### config.mk
export PLATFORM = sky130hd
export DESIGN_NAME = eval_dispatch
export DESIGN_NICKNAME = d
export VERILOG_FILES = /design/src/rtl/eval_dispatch.sv
export SDC_FILE = /design/constraint.sdc
export NUM_CORES = 1
export LEC_CHECK = 0
export CAP_MARGIN = 20
export CELL_PAD_IN_SITES_DETAIL_PLACEMENT = 0
export CELL_PAD_IN_SITES_GLOBAL_PLACEMENT = 1
export CORE_AREA = 5 5 335 337
export DETAILED_ROUTE_END_ITERATION = 10
export DIE_AREA = 0 0 340 342
export GPL_ROUTABILITY_DRIVEN = 0
export PLACE_DENSITY_LB_ADDON = 0.3
export RECOVER_POWER = 25
export SLEW_MARGIN = 15
export SYNTH_ARGS = -nofsm -noshare
export SYNTH_HDL_FRONTEND = slang
export SYNTH_SLANG_ARGS = --single-unit
### constraint.sdc
create_clock -name clk -period 22.9 [get_ports clk]
set_input_delay 3.435 -clock clk [delete_from_list [all_inputs] [get_ports clk]]
set_output_delay 3.435 -clock clk [all_outputs]
set_load 0.02 [all_outputs]
### src/rtl/eval_dispatch.sv
// Dispatches boards to the lowest idle evaluator lane and returns the lane results in
// submission order through a reorder buffer indexed by submission sequence.
`ifndef BOARD_WIDTH
`define BOARD_WIDTH (64*4)
`endif

module eval_dispatch #(
  parameter int EVAL_WIDTH  = 24,
  parameter int BOARD_WIDTH = `BOARD_WIDTH,
  parameter int LANES       = 2,
  parameter int ROB_DEPTH   = 8
) (
  input  logic                              clk,
  input  logic                              reset,
  input  logic [BOARD_WIDTH-1:0]            board_in,
  input  logic                              wtm_in,
  input  logic                              board_in_valid,
  output logic                              board_in_ready,
  output logic [LANES*BOARD_WIDTH-1:0]      lane_board,
  output logic [LANES-1:0]                  lane_wtm,
  output logic [LANES-1:0]                  lane_board_valid,
  output logic [LANES-1:0]                  lane_clear_eval,
  input  logic [LANES-1:0]                  lane_eval_valid,
  input  logic [LANES*EVAL_WIDTH-1:0]       lane_eval,
  output logic                              result_valid,
  input  logic                              result_ready,
  output logic signed [EVAL_WIDTH-1:0]      result_eval,
  output logic [$clog2(ROB_DEPTH)-1:0]      result_tag,
  output logic [$clog2(LANES):0]            result_lane,
  output logic [$clog2(ROB_DEPTH):0]        outstanding
);
  localparam int TW = $clog2(ROB_DEPTH);
  localparam int LW = $clog2(LANES) + 1;

  typedef enum logic [1:0] {S_IDLE, S_BUSY, S_CLEAR} lane_st_e;

  lane_st_e                         r_st     [LANES];
  lane_st_e                         w_st_nxt [LANES];
  logic [LANES-1:0][BOARD_WIDTH-1:0] r_board;
  logic [LANES-1:0]                 r_wtm;
  logic [TW-1:0]                    r_lane_tag [LANES];
  logic signed [EVAL_WIDTH-1:0]     r_rob_eval [ROB_DEPTH];
  logic [LW-1:0]                    r_rob_lane [ROB_DEPTH];
  logic [ROB_DEPTH-1:0]             r_rob_valid;
  logic [TW-1:0]                    r_head, r_tail;
  logic [TW:0]                      r_outstanding;

  logic                             w_any_idle;
  logic [LW-1:0]                    w_sel;
  logic                             w_accept, w_pop;
  logic [LANES-1:0]                 w_done;

  // Descending scan so the lowest idle index wins.
  always_comb begin
    w_any_idle = 1'b0;
    w_sel      = '0;
    for (int i = LANES-1; i >= 0; i--) begin
      if (r_st[i] == S_IDLE) begin
        w_any_idle = 1'b1;
        w_sel      = LW'(i);
      end
    end
  end

  assign board_in_ready = w_any_idle && (r_outstanding < (TW+1)'(ROB_DEPTH));
  assign w_accept       = board_in_valid && board_in_ready;
  assign w_pop          = result_valid && result_ready;

  always_comb begin
    for (int i = 0; i < LANES; i++) begin
      w_st_nxt[i]         = r_st[i];
      w_done[i]           = 1'b0;
      lane_board_valid[i] = (r_st[i] == S_BUSY);
      lane_clear_eval[i]  = (r_st[i] == S_CLEAR);
      case (r_st[i])
        S_IDLE:  if (w_accept && w_sel == LW'(i)) w_st_nxt[i] = S_BUSY;
        S_BUSY:  if (lane_eval_valid[i]) begin
                   w_st_nxt[i] = S_CLEAR;
                   w_done[i]   = 1'b1;
                 end
        S_CLEAR: w_st_nxt[i] = S_IDLE;
        default: w_st_nxt[i] = S_IDLE;
      endcase
    end
  end

  always_ff @(posedge clk or posedge reset) begin
    if (reset) begin
      for (int i = 0; i < LANES; i++) r_st[i] <= S_IDLE;
    end else begin
      for (int i = 0; i < LANES; i++) r_st[i] <= w_st_nxt[i];
    end
  end

  always_ff @(posedge clk or posedge reset) begin
    if (reset) begin
      r_board <= '0;
      r_wtm   <= '0;
      for (int i = 0; i < LANES; i++) r_lane_tag[i] <= '0;
    end else begin
      for (int i = 0; i < LANES; i++) begin
        if (w_accept && w_sel == LW'(i)) begin
          r_board[i]    <= board_in;
          r_wtm[i]      <= wtm_in;
          r_lane_tag[i] <= r_tail;
        end
      end
    end
  end

  // A completing entry is never valid yet, so it cannot collide with the popped head.
  always_ff @(posedge clk or posedge reset) begin
    if (reset) begin
      r_rob_valid   <= '0;
      r_head        <= '0;
      r_tail        <= '0;
      r_outstanding <= '0;
      for (int k = 0; k < ROB_DEPTH; k++) begin
        r_rob_eval[k] <= '0;
        r_rob_lane[k] <= '0;
      end
    end else begin
      if (w_accept) r_tail <= r_tail + 1'b1;
      if (w_pop) begin
        r_rob_valid[r_head] <= 1'b0;
        r_head              <= r_head + 1'b1;
      end
      for (int i = 0; i < LANES; i++) begin
        if (w_done[i]) begin
          r_rob_valid[r_lane_tag[i]] <= 1'b1;
          r_rob_eval[r_lane_tag[i]]  <= $signed(lane_eval[i*EVAL_WIDTH +: EVAL_WIDTH]);
          r_rob_lane[r_lane_tag[i]]  <= LW'(i);
        end
      end
      case ({w_accept, w_pop})
        2'b10:   r_outstanding <= r_outstanding + 1'b1;
        2'b01:   r_outstanding <= r_outstanding - 1'b1;
        default: r_outstanding <= r_outstanding;
      endcase
    end
  end

  assign lane_board   = r_board;
  assign lane_wtm     = r_wtm;
  assign result_valid = r_rob_valid[r_head];
  assign result_eval  = r_rob_eval[r_head];
  assign result_lane  = r_rob_lane[r_head];
  assign result_tag   = r_head;
  assign outstanding  = r_outstanding;
endmodule
==> flow_summary.json <==
{
  "synth.cell_area_um2": 31600,
  "synth_edf_count": 0,
  "crit_path_start_kind": "input port",
  "first_global_vias": 23700,
  "port_buffers": 863,
  "hold_buffers": 0,
  "ys_async_sr_fraction": 1.00,
  "fin_cells": 4550,
  "ys.flop_type": "dfrtp_1",
  "worstPathRequired_ns": 23.55,
  "grt.overflow.total": 0,
  "vias": 22000,
  "synth-seq-area-share": 0.594,
  "die_y_um": 342,
  "placed_area_um2": 41400,
  "cts_setup_buffers": 0,
  "slew_viol_final": 500,
  "cap_viol_max_count": 14,
  "clock_tree.root_cell": "clkbuf_16",
  "start_util": 0.291,
  "final_area_um2": 44400,
  "cts_tree": "done",
  "min_path_type": "reg -> reg",
  "critical_path.max_fanout": 74,
  "violations": "capacitance limit, slew limit",
  "yosysUniqueCellTypes": 48,
  "outcome": "finished with violations",
  "setup_viol": 0,
  "core-area_um2": 109000,
  "fin_crit_ns": 9.54,
  "crit_arrival_ns": 10.20,
  "ctsHtreeMaxLevel": 3,
  "clockBufferDepth": 3,
  "drcViolationCount": 0,
  "via_per_inst": 4.84,
  "io_pins": 864,
  "synth_top_cell_by_area": "dfrtp_1",
  "synth_top_area_frac": 0.594,
  "antenna_found_initial": 40,
  "rows": 121,
  "worstSetupPathType": "in -> async",
  "syn_area_per_cell_um2": 14.1,
  "drt-initial-drc-count": 1429,
  "cts.sinks": 750,
  "layout.nets": 3359,
  "synth_nets": 2556,
  "finalSetupTns_ns": 0,
  "area.growth.synth_to_final_pct": 40.5,
  "cp-end-kind": "asynchronous set/reset pin",
  "path_cells": "dlygate4sd3_1, clkinvlp_2, clkbuf_1, clkbuf_1, buf_4, buf_4",
  "skew_ns": 0.0225,
  "cts.clk_slew.worst_paths_ns": 0.05,
  "cts_resized": 0,
  "synth-seq-cells": 750,
  "dpl.hpwl_um": 98500,
  "crit_slowest_cell": "clkbuf_1",
  "max_freq_mhz": 105,
  "critPathMaxStageDelay_ns": 2.28,
  "grt_pass1_wl_um": 182000,
  "dieArea_um2": 116000,
  "grt_usage": 0.218,
  "p_leak_uw": 0.0191,
  "hold_viol": 0,
  "die_x_um": 340,
  "grt_start_max_net_pins": 168,
  "max-slew-margin-rel": -1.43,
  "drive_gt1_frac": 0.252,
  "min_period_over_period": 0.417,
  "power.density_nw_per_um2": 167,
  "peakVddDrop_v": 0.0000924,
  "ant_nets": 0,
  "tightest_slew_ns": 3.65,
  "numPlacedInstances": 4362,
  "synth.area.top_cells": "dfrtp_1 59%, mux2_2 20%, mux2i_1 6.2%, mux4_2 3.7%, o21ai_0 1.8%",
  "ys_warn_count": 0,
  "avgRoutedWirePerCell_um": 28.8,
  "drt-pass1-iter-count": 6,
  "insertion_delay_ns": 0.68,
  "cts_buffers": 89,
  "grt_setup_unrepaired": "false",
  "syn_inst": 2240,
  "wirelength_um": 131000
}
[flip-flops by register name, summed over array words and instances (netlist names)]
register,cells
lane_board,512
r_st,4
r_rob_lane,16
result_tag,3
outstanding,4
r_rob_valid,8
r_tail,3
r_lane_tag,6
lane_wtm,2
r_rob_eval,192
[critical path: cells and delay by family]
family   cells  cell delay [ns]
buf+inv      6             6.54
[cell usage in the layout, fill, tap and decap left out, types with 6 or more instances in the layout]
| cell type | synthesis | routed |
|---|---|---|
| a21oi_1 | 76 | 76 |
| buf_4 | 36 | 21 |
| bufinv_16 | 0 | 7 |
| clkbuf_1 | 68 | 29 |
| clkbuf_16 | 0 | 90 |
| clkbuf_8 | 0 | 22 |
| clkdlybuf4s50_1 | 0 | 762 |
| clkinv_2 | 0 | 17 |
| dfrtp_1 | 750 | 748 |
| diode_2 | 0 | 21 |
| dlygate4sd3_1 | 0 | 101 |
| mux2_2 | 548 | 547 |
| mux2i_1 | 196 | 196 |
| mux4_2 | 52 | 52 |
| nand2_1 | 134 | 135 |
| nand2b_1 | 6 | 6 |
| nand3_1 | 8 | 6 |
| nor2_1 | 77 | 77 |
| nor2b_1 | 5 | 6 |
| o21ai_0 | 111 | 115 |
| o21ai_1 | 16 | 12 |
| o41ai_1 | 6 | 6 |
[synth_stat cells (2+ instances only)]
master,n
and2_1,4
and4bb_2,2
and3_1,3
inv_1,5
nor4_2,2
nor3_1,3
dfrtp_1,750
mux2_2,548
xnor2_1,4
mux2i_1,196
a21oi_1,76
a21o_1,4
o21ai_1,16
clkbuf_2,24
nor3b_1,3
mux4_2,52
buf_1,2
nand2_2,3
nor2_1,77
nand3b_1,3
nor2_4,2
o21ai_0,111
nor3_2,2
nand4_1,2
o41ai_1,6
ha_1,5
nand2b_1,6
nor2b_1,5
nand3_1,8
clkbuf_1,68
and3b_1,3
buf_6,5
buf_4,36
xor2_1,5
buf_2,53
nand2_1,134
[worst paths after layout]
| path | start | end | slack, ns | depth (start not counted) |
|---|---|---|---|---|
| max in group clk | board_in_valid | lane_board[465] | 13.68 | 8 |
| setup reg to reg | r_st[2] | lane_board[465] | 15.64 | 5 |
| hold reg to reg | r_rob_lane[14] | r_rob_lane[14] | 0.48 | 1 |
| min in group asynchronous | reset | r_rob_eval[130] | 3.35 | 2 |
| setup / recovery | reset | lane_board[16] | 13.36 | 6 |
| hold / removal | r_rob_lane[14] | r_rob_lane[14] | 0.48 | 1 |
[kinds of logic (layout without fill, tap and decap cells)]
| family | count (synthesis) | count (layout) | share of synthesized area |
|---|---|---|---|
| compound gates | 215 | 215 | 0.0353 |
| xor+xnor | 9 | 9 | 0.00249 |
| fa+ha+maj | 5 | 5 | 0.00198 |
| buf+inv | 195 | 1070 | 0.0320 |
| flops | 750 | 750 | 0.594 |
| mux | 798 | 798 | 0.296 |
| other cells | 0 | 21 | 0 |
| simple gates | 268 | 268 | 0.0385 |
[metal layers]
metal,track usage,wire (um),vias to the layer above
li1,-,-,9563
met1,0.267,51500,11300
met4,0.0910,5930,26
met2,0.344,60300,850
met5,0,167,-
met3,0.0873,13000,237
[per-stage QoR]
stage	worst slack [ns]	power [uW]	util	hold slack (ns)
2_1_floorplan	9.18	4180	-	0.441
6_report	13.36	7390	0.409	0.481
3_3_place_gp	15.44	5940	0.381	0.454
3_5_place_dp	15.41	6020	0.381	0.466
5_1_grt	12.06	7740	0.409	0.502
4_1_cts	15.60	7540	0.409	0.478
[layout make-up]
| class | instances | area [um^2] |
|---|---|---|
| diodes | 21 | 52.6 |
| clock buffers | 127 | 2610 |
| clock inverters | 36 | 475 |
| fillers | 10000 | 64200 |
| inverters | 6 | 23.8 |
| multi-input cells | 1295 | 11800 |
| flip-flops and latches | 750 | 18800 |
| well taps | 1414 | 1770 |
| repair buffers | 901 | 8890 |
[power by group]
part / internal (uW) / total, uW / switching [uW]
clock: 879 / 1480 / 596
combinational: 1700 / 3540 / 1850
sequential: 1980 / 2370 / 389
total: 4560 / 7390 / 2830
Note: power is estimated with default switching activity, not from simulation.
